<file path="config.mk">
export PLATFORM = sky130hd
export DESIGN_NAME = qos_vc_arbiter
export DESIGN_NICKNAME = d
export VERILOG_FILES = /design/src/rtl/qos_pkg.sv /design/src/rtl/qos_rr_picker.sv /design/src/rtl/qos_vc_arbiter.sv
export SDC_FILE = /design/constraint.sdc
export NUM_CORES = 1
export LEC_CHECK = 0
export ABC_CLOCK_PERIOD_IN_PS = 3500
export CAP_MARGIN = 15
export CORE_MARGIN = 2
export CORE_UTILIZATION = 45
export CTS_BUF_LIST = sky130_fd_sc_hd__clkbuf_4
export DETAILED_ROUTE_END_ITERATION = 8
export PLACE_DENSITY_LB_ADDON = 0.08
export SKIP_CTS_REPAIR_TIMING = 1
export SLEW_MARGIN = 20
export SYNTH_ARGS = -nofsm -noshare
export SYNTH_HDL_FRONTEND = slang
export SYNTH_SLANG_ARGS = --single-unit
</file>
<file path="constraint.sdc">
create_clock -name clk -period 3.5 [get_ports clk]
set_input_delay 0.7 -clock clk [delete_from_list [all_inputs] [get_ports clk]]
set_output_delay 0.7 -clock clk [all_outputs]
set_load 0.02 [all_outputs]
</file>
<file path="src/rtl/qos_pkg.sv">
// Shared constants, FSM encoding and round-robin pick helper for the QoS VC arbiter.
package qos_pkg;

  localparam int N_VC = 4;
  localparam logic [15:0] QOS_DEF_WGT = {4'd4, 4'd3, 4'd2, 4'd1};

  typedef enum logic {
    IDLE  = 1'b0,
    SERVE = 1'b1
  } state_e;

  typedef struct packed {
    logic       found;
    logic [1:0] idx;
  } pick_t;

  // Walk the offsets from high to low so the smallest offset from start wins.
  function automatic pick_t next_eligible(input logic [N_VC-1:0] mask, input logic [1:0] start);
    pick_t      r;
    logic [1:0] cand;
    r = '0;
    for (int k = N_VC - 1; k >= 0; k--) begin
      cand = start + 2'(k);
      if (mask[cand]) begin
        r.found = 1'b1;
        r.idx   = cand;
      end
    end
    return r;
  endfunction

endpackage

</file>
<file path="src/rtl/qos_rr_picker.sv">
// Rotate-priority encoder: first set bit of eligible_i at or after start_i, wrapping.
// Purely combinational, no backpressure.
module qos_rr_picker
  import qos_pkg::*;
(
  input  logic [N_VC-1:0] eligible_i,
  input  logic [1:0]      start_i,
  output logic            found_o,
  output logic [1:0]      idx_o
);

  pick_t pick;

  always_comb begin
    pick = next_eligible(eligible_i, start_i);
  end

  assign found_o = pick.found;
  assign idx_o   = pick.idx;

endmodule

</file>
<file path="src/rtl/qos_vc_arbiter.sv">
// Weighted round-robin drain of four VC FIFOs into one downstream FIFO; pop->push latency 2.
// Downstream full/almost-full stalls pops while holding the current VC and its remaining credit.
module qos_vc_arbiter
  import qos_pkg::*;
#(
  parameter int                 DATA_W  = 6,
  parameter int                 WGT_W   = 4,
  parameter logic [4*WGT_W-1:0] DEF_WGT = QOS_DEF_WGT
) (
  input  logic                clk,
  input  logic                reset_L,
  input  logic [3:0]          EMPTY_IN,
  input  logic [3:0]          ALMOST_EMPTY_IN,
  input  logic                DST_FULL,
  input  logic                DST_ALMOST_FULL,
  input  logic [4*DATA_W-1:0] data_in,
  input  logic                cfg_load,
  input  logic [4*WGT_W-1:0]  cfg_weights,
  output logic [3:0]          pop,
  output logic                push_out,
  output logic [DATA_W-1:0]   data_out,
  output logic [1:0]          active_vc,
  output logic                busy
);

  state_e            state_q, state_d;
  logic [1:0]        vc_q, vc_d;
  logic [WGT_W-1:0]  credit_q, credit_d;
  logic [WGT_W-1:0]  wgt_q [N_VC];
  logic [N_VC-1:0]   pop_q, pop_d;
  logic              pd_q;
  logic [1:0]        sel_q;
  logic              push_q;
  logic [DATA_W-1:0] dat_q;

  logic [N_VC-1:0]   elig;
  logic [DATA_W-1:0] din_vc [N_VC];
  logic              bp;
  logic              pick_found;
  logic [1:0]        pick_idx;
  logic              load;
  logic              serve_pop;

  assign bp = DST_ALMOST_FULL | DST_FULL;

  // A VC that is almost empty and was popped last cycle may already be drained;
  // its flags lag by one cycle, so it sits out this cycle.
  always_comb begin
    elig = '0;
    for (int n = 0; n < N_VC; n++) begin
      elig[n]   = !EMPTY_IN[n] && (wgt_q[n] != '0) && !(ALMOST_EMPTY_IN[n] && pop_q[n]);
      din_vc[n] = data_in[n*DATA_W +: DATA_W];
    end
  end

  qos_rr_picker u_picker (
    .eligible_i (elig),
    .start_i    (vc_q + 2'd1),
    .found_o    (pick_found),
    .idx_o      (pick_idx)
  );

  assign load      = (state_q == IDLE) && pick_found && !bp;
  assign serve_pop = (state_q == SERVE) && elig[vc_q] && !bp && (credit_q != '0);

  always_ff @(posedge clk or negedge reset_L) begin
    if (!reset_L) state_q <= IDLE;
    else          state_q <= state_d;
  end

  always_comb begin
    state_d = state_q;
    case (state_q)
      IDLE:    if (load) state_d = SERVE;
      SERVE:   if (!elig[vc_q] || (serve_pop && credit_q == WGT_W'(1))) state_d = IDLE;
      default: state_d = IDLE;
    endcase
  end

  always_comb begin
    vc_d     = vc_q;
    credit_d = credit_q;
    pop_d    = '0;
    if (load) begin
      vc_d     = pick_idx;
      credit_d = wgt_q[pick_idx];
    end
    if (serve_pop) begin
      pop_d[vc_q] = 1'b1;
      credit_d    = credit_q - WGT_W'(1);
    end
  end

  always_ff @(posedge clk or negedge reset_L) begin
    if (!reset_L) begin
      vc_q     <= 2'd3;
      credit_q <= '0;
      pop_q    <= '0;
    end else begin
      vc_q     <= vc_d;
      credit_q <= credit_d;
      pop_q    <= pop_d;
    end
  end

  // Weights change immediately but only reach the credit counter on the next load.
  always_ff @(posedge clk or negedge reset_L) begin
    if (!reset_L) begin
      for (int n = 0; n < N_VC; n++) wgt_q[n] <= DEF_WGT[n*WGT_W +: WGT_W];
    end else if (cfg_load) begin
      for (int n = 0; n < N_VC; n++) wgt_q[n] <= cfg_weights[n*WGT_W +: WGT_W];
    end
  end

  always_ff @(posedge clk or negedge reset_L) begin
    if (!reset_L) begin
      pd_q   <= 1'b0;
      sel_q  <= '0;
      push_q <= 1'b0;
      dat_q  <= '0;
    end else begin
      pd_q   <= |pop_q;
      sel_q  <= vc_q;
      push_q <= pd_q;
      dat_q  <= din_vc[sel_q];
    end
  end

  always @(posedge clk) begin
    if (reset_L && serve_pop) assert (credit_q != '0);
  end

  assign pop       = pop_q;
  assign push_out  = push_q;
  assign data_out  = dat_q;
  assign active_vc = vc_q;
  assign busy      = (state_q == SERVE);

endmodule

</file>
Word level (Yosys, flattened, before mapping)
Index checks and enable logic that the tools add are counted.
{"block": "classes", "add_sub_neg": 5, "order_cmp": 8, "eq_ne": 1, "n_mux": 28, "n_bitwise": 4, "reduce_logical": 37}
{"op": "$mux W4", "n": 5}
{"op": "$reduce_bool A4 Y1", "n": 5}
{"op": "$logic_and A1 B1 Y1", "n": 19}
{"op": "$lt A2 B3 Y1 const B", "n": 5}
{"op": "$bmux W6 S2", "n": 1}
{"op": "$mux W3", "n": 4}
{"op": "$mux W6", "n": 2}
{"op": "$bmux W1 S2", "n": 5}
{"op": "$logic_not A1 Y1", "n": 10}
{"op": "$bmux W4 S2", "n": 1}
{"op": "$mux W1", "n": 8}
{"op": "$ge A3 B3 Y1 const B", "n": 2}
{"op": "$not A2 Y3", "n": 2}
{"op": "$add A2 B1 Y2 const B", "n": 2}
{"op": "$add A2 B2 Y2 const B", "n": 2}
{"op": "$eq A4 B1 Y1 const B", "n": 1}
{"op": "$reduce_or A4 Y1", "n": 1}
{"op": "$sub A4 B1 Y4 const B", "n": 1}
{"op": "$demux W1 S2", "n": 1}
{"op": "$ge A2 B1 Y1 const B", "n": 1}
{"op": "$pmux W1 S2", "n": 1}
{"op": "$reduce_bool A2 Y1", "n": 1}
{"op": "$logic_or A1 B1 Y1", "n": 1}
{"op": "$not A1 Y1", "n": 1}
{"op": "$or A1 B1 Y1", "n": 1}
{"block": "totals", "ff_bits": 37, "out_inout_bits": 14, "wordCells": 95}

Logic depth before layout (Yosys ltp)
{"block": "depth", "word_depth": 15, "depth_mapped": 7, "ltp_nobuf": 7}

Modules after synthesis
Synthesis repeated with hierarchy kept, for this count alone.
{"block": "unflattened", "cells_unflattened": 141, "hier_area_um2": 1890.6}
{"mod": "qos_vc_arbiter", "instances": 1, "cells_per_inst": 126, "area_each_um2": 1809.2, "seq_area_each_um2": 934.6}
{"mod": "qos_rr_picker", "instances": 1, "cells_per_inst": 15, "area_each_um2": 81.3, "seq_area_each_um2": 0.0}

Worst setup path after synthesis
OpenSTA, ideal clock, no wires.
{"block": "synth_path", "path_type": "reg2reg", "startpoint": "reg vc_q[0], in the netlist active_vc[0]", "endpoint": "reg credit_q[2]", "t_arrival_ns": 2.233, "t_required_ns": 3.363, "setup_slack_ns": 1.130, "path_stages_with_launch": 8, "n_path_buf": 0, "cell_sequence": "dfstp_2 > inv_1 > ha_1 > a32oi_1 > o31ai_1 > nor2_1 > a2111oi_0 > nor4_1"}
{"block": "synth_between", "elab_chain_cells": 14}
{"element": "start, declared", "line": "qos_vc_arbiter.sv:27", "source": "logic [1:0] vc_q, vc_d;"}
{"element": "start signal, assigned", "line": "qos_vc_arbiter.sv:100", "source": "vc_q <= vc_d;"}
{"element": "$add A2 B1 Y2", "line": "qos_vc_arbiter.sv:58", "source": ".start_i (vc_q + 2'd1),"}
{"element": "$add A2 B2 Y2", "line": "qos_pkg.sv:23", "source": "cand = start + 2'(k);"}
{"element": "$bmux W1 S2", "line": "qos_pkg.sv:24", "source": "if (mask[cand]) begin"}
{"element": "$mux W1 (implied by the code)", "line": "qos_pkg.sv:24"}
{"element": "$mux W3 (4 in series)", "line": "qos_pkg.sv:24"}
{"element": "$not A2 Y3 (implied by the code)", "line": "qos_vc_arbiter.sv:86", "source": "credit_d = wgt_q[pick_idx];"}
{"element": "$bmux W4 S2", "line": "qos_vc_arbiter.sv:86"}
{"element": "$mux W4 (implied by the code) (2 in series)", "line": "qos_vc_arbiter.sv:86"}
{"element": "$mux W4", "line": "qos_vc_arbiter.sv:84", "source": "if (load) begin"}
{"element": "$mux W4", "line": "qos_vc_arbiter.sv:88", "source": "if (serve_pop) begin"}
{"element": "end signal, assigned", "line": "qos_vc_arbiter.sv:101", "source": "credit_q <= credit_d;"}
{"element": "end, declared", "line": "qos_vc_arbiter.sv:28", "source": "logic [WGT_W-1:0] credit_q, credit_d;"}
Several ways; a longest one is shown, not always the timed one. The select of a mux whose other input is x is not followed.
A chain may end at the register's enable or synchronous reset.

Worst setup path after layout
Ends and elaborated chain as after synthesis.

==> impl_metrics.env <==
export IMPL_status="finished clean"
export IMPL_cts_sinks=37
export IMPL_diodes=0
export IMPL_end_kind="flip-flop"
export IMPL_avgViaCountPerCell=5.75
export IMPL_grt_max_degree=38
export IMPL_core_mm2=0.00409
export IMPL_yosysTopAreaCellShare_pct=38.5
export IMPL_crit_path_start_kind="flip-flop"
export IMPL_yosysSeqAreaShare_pct=47.9
export IMPL_vdd_ir_drop_max_v=0.000275
export IMPL_fin_crit_sh_pct=78.8
export IMPL_criticalPathCategory="reg2reg"
export IMPL_multi_input_area_um2=967
export IMPL_firstDrtPassIters=5
export IMPL_wl_um=4540
export IMPL_grt_usage_pct=19.2
export IMPL_die_height_um=69.8
export IMPL_fp_row_count=23
export IMPL_arrival_ps=2970
export IMPL_period_needed_ps=2760
export IMPL_ys_seq_elements=37
export IMPL_globalplace_congestion=0.869
export IMPL_synth_async_sr_flop_share_pct=100
export IMPL_powerDensity_mw_per_mm2=598
export IMPL_cellLeakagePower_nw=1.14
export IMPL_synth_cell_area_mm2=0.00195
export IMPL_synth_edff_count=0
export IMPL_synth_flop_cell="dfrtp_1"
export IMPL_finalHoldViolCount=0
export IMPL_cts_buffers=5
export IMPL_finalSetupViolCount=0
export IMPL_first_iter_violations=129
export IMPL_synthesis_nets=225
export IMPL_crit_required_ps=3720
export IMPL_fin_nets=296
export IMPL_drv_cap=0
export IMPL_grt_ovfl_total=0
export IMPL_fill_cells=308
export IMPL_synthTopCellsByArea="dfrtp_1 (38%), dfstp_2 (9.4%), mux4_2 (8.1%)"
export IMPL_die_area_mm2=0.00488
export IMPL_port_buffers=66
export IMPL_fmax_ghz=0.363
export IMPL_vias=1655
export IMPL_route_antenna_remaining_nets=0
export IMPL_clkLatencyLatePin_ps=340
export IMPL_final_setup_tns_ps=0
export IMPL_initial_utilization_pct=47.7
export IMPL_avgSynthCellArea_um2=11.8
export IMPL_grt_pass1_wl_um=7490
export IMPL_synth_top_cell_by_area="dfrtp_1"
export IMPL_antenna_found_initial=0
export IMPL_max_slew_margin_pct=53.7
export IMPL_worstMarginPinSlew_ps=692
export IMPL_clk_path_buf_depth=2
export IMPL_wl_per_cell_um=15.7
export IMPL_area_delta_synth_final_pct=40.7
export IMPL_place_ws_ps=540
export IMPL_cts_tree="yes"
export IMPL_die_w_um=69.8
export IMPL_ys_types=43
export IMPL_total_power_mw=1.64
export IMPL_cts_root_buffer="clkbuf_4"
export IMPL_report_final_slew_viol_count=0
export IMPL_worstPathMaxFanout=10
export IMPL_hold_path_class="reg2reg"
export IMPL_worst_slack_ps=743
export IMPL_layout_drive_gt1_share_pct=18.1
export IMPL_skew_ps=11.0
export IMPL_drc=0
export IMPL_grt_pass1_vias=1706
export IMPL_synth_cells=166
export IMPL_yosys_warnings=0
export IMPL_synth_common_cells="dfrtp_1 (30), mux2_2 (13), nand2_1 (12), o21ai_0 (10), nand3_1 (9)"
export IMPL_yosysMostFrequentCell="dfrtp_1"
export IMPL_cts_clk_slew_worst_paths_ps=120
export IMPL_seq_area_um2=935
export IMPL_rsz0062_at_grt="no"
export IMPL_ios=67
export IMPL_htreeDepth=2
export IMPL_dp_hpwl_um=3570
==> sequential cells by signal, indices dropped and copies added, names as in the netlist <==
name and count:
push_out 1, sel_q 2, active_vc 2, busy 1, pop 4, pd_q 1, credit_q 4, data_out 6
wgt_q 16
==> cell type report <==
class	instances	area share, %
Multi-Input combinational cell	118	35.2
Sequential cell	37	34.0
Timing Repair Buffer	68	24.6
Tap cell	50	2.28
Clock inverter	3	1.50
Clock buffer	5	1.37
Inverter	7	0.957
==> metrics by stage <==
stage	area, um^2	util, %	cells	hold slack [ps]
finish	2750	67.2	288	368
detailed placement	2670	65.2	280	345
CTS	2750	67.2	288	374
floorplan	1950	-	166	331
global placement	2670	65.2	280	342
global route	2750	67.2	288	388
==> cells in the final DEF (no fill, tap or decap), types with 5 or more instances in the layout <==
cell and count:
a21oi_1 8, and2_1 6, clkbuf_4 5, clkdlybuf4s50_1 66, dfrtp_1 30, dfstp_2 7
ha_1 6, inv_1 7, mux2_2 13, mux4_2 7, nand2_1 12, nand3_1 9
o21ai_0 10
==> logic make-up after synthesis <==
family | count (synthesis) | share of synthesized area (%)
adders and majority gates | 6 | 3.85
AOI/OAI and AO/OA | 38 | 13.3
buffers and inverters | 11 | 2.50
DFF | 37 | 47.9
muxes | 25 | 18.4
and+or+nand+nor | 49 | 14.0
==> worst max-delay path, cell delays in order, from the launching register on <==
cell and delay [ps]:
dfstp_2 640, inv_1 130, ha_1 420, a32oi_1 150, o31ai_1 420, nor2_1 220, a2111oi_0 520, nor4_1 120
==> power breakdown <==
group          total, mW  switching, mW  internal, mW
Sequential         0.656          0.110         0.545
Combinational      0.691          0.327         0.364
Clock              0.295          0.147         0.148
==> worst paths after layout <==
check                        startpoint     endpoint  slack [ps]  cells after the start
max                        active_vc[0]  credit_q[2]         740                      7
min                                pd_q     push_out         370                      0
max reg2reg                active_vc[0]  credit_q[2]         740                      7
min reg2reg                        pd_q     push_out         370                      0
max in group asynchronous       reset_L     wgt_q[5]        2370                      2
min in group asynchronous       reset_L     push_out         760                      2
==> routing by layer <==
| metal | wire [um] | vias up | GRT usage [%] | part of all wire (%) |
|---|---|---|---|---|
| met5 | 0 | - | 0 | 0 |
| met4 | 74 | 0 | 7.91 | 1.6 |
| met3 | 307 | 8 | 5.38 | 6.8 |
| met2 | 2270 | 84 | 32.7 | 50 |
| met1 | 1880 | 791 | 22.7 | 42 |
| li1 | - | 772 | - | - |
No activity file was read; power rests on OpenSTA's default activity.
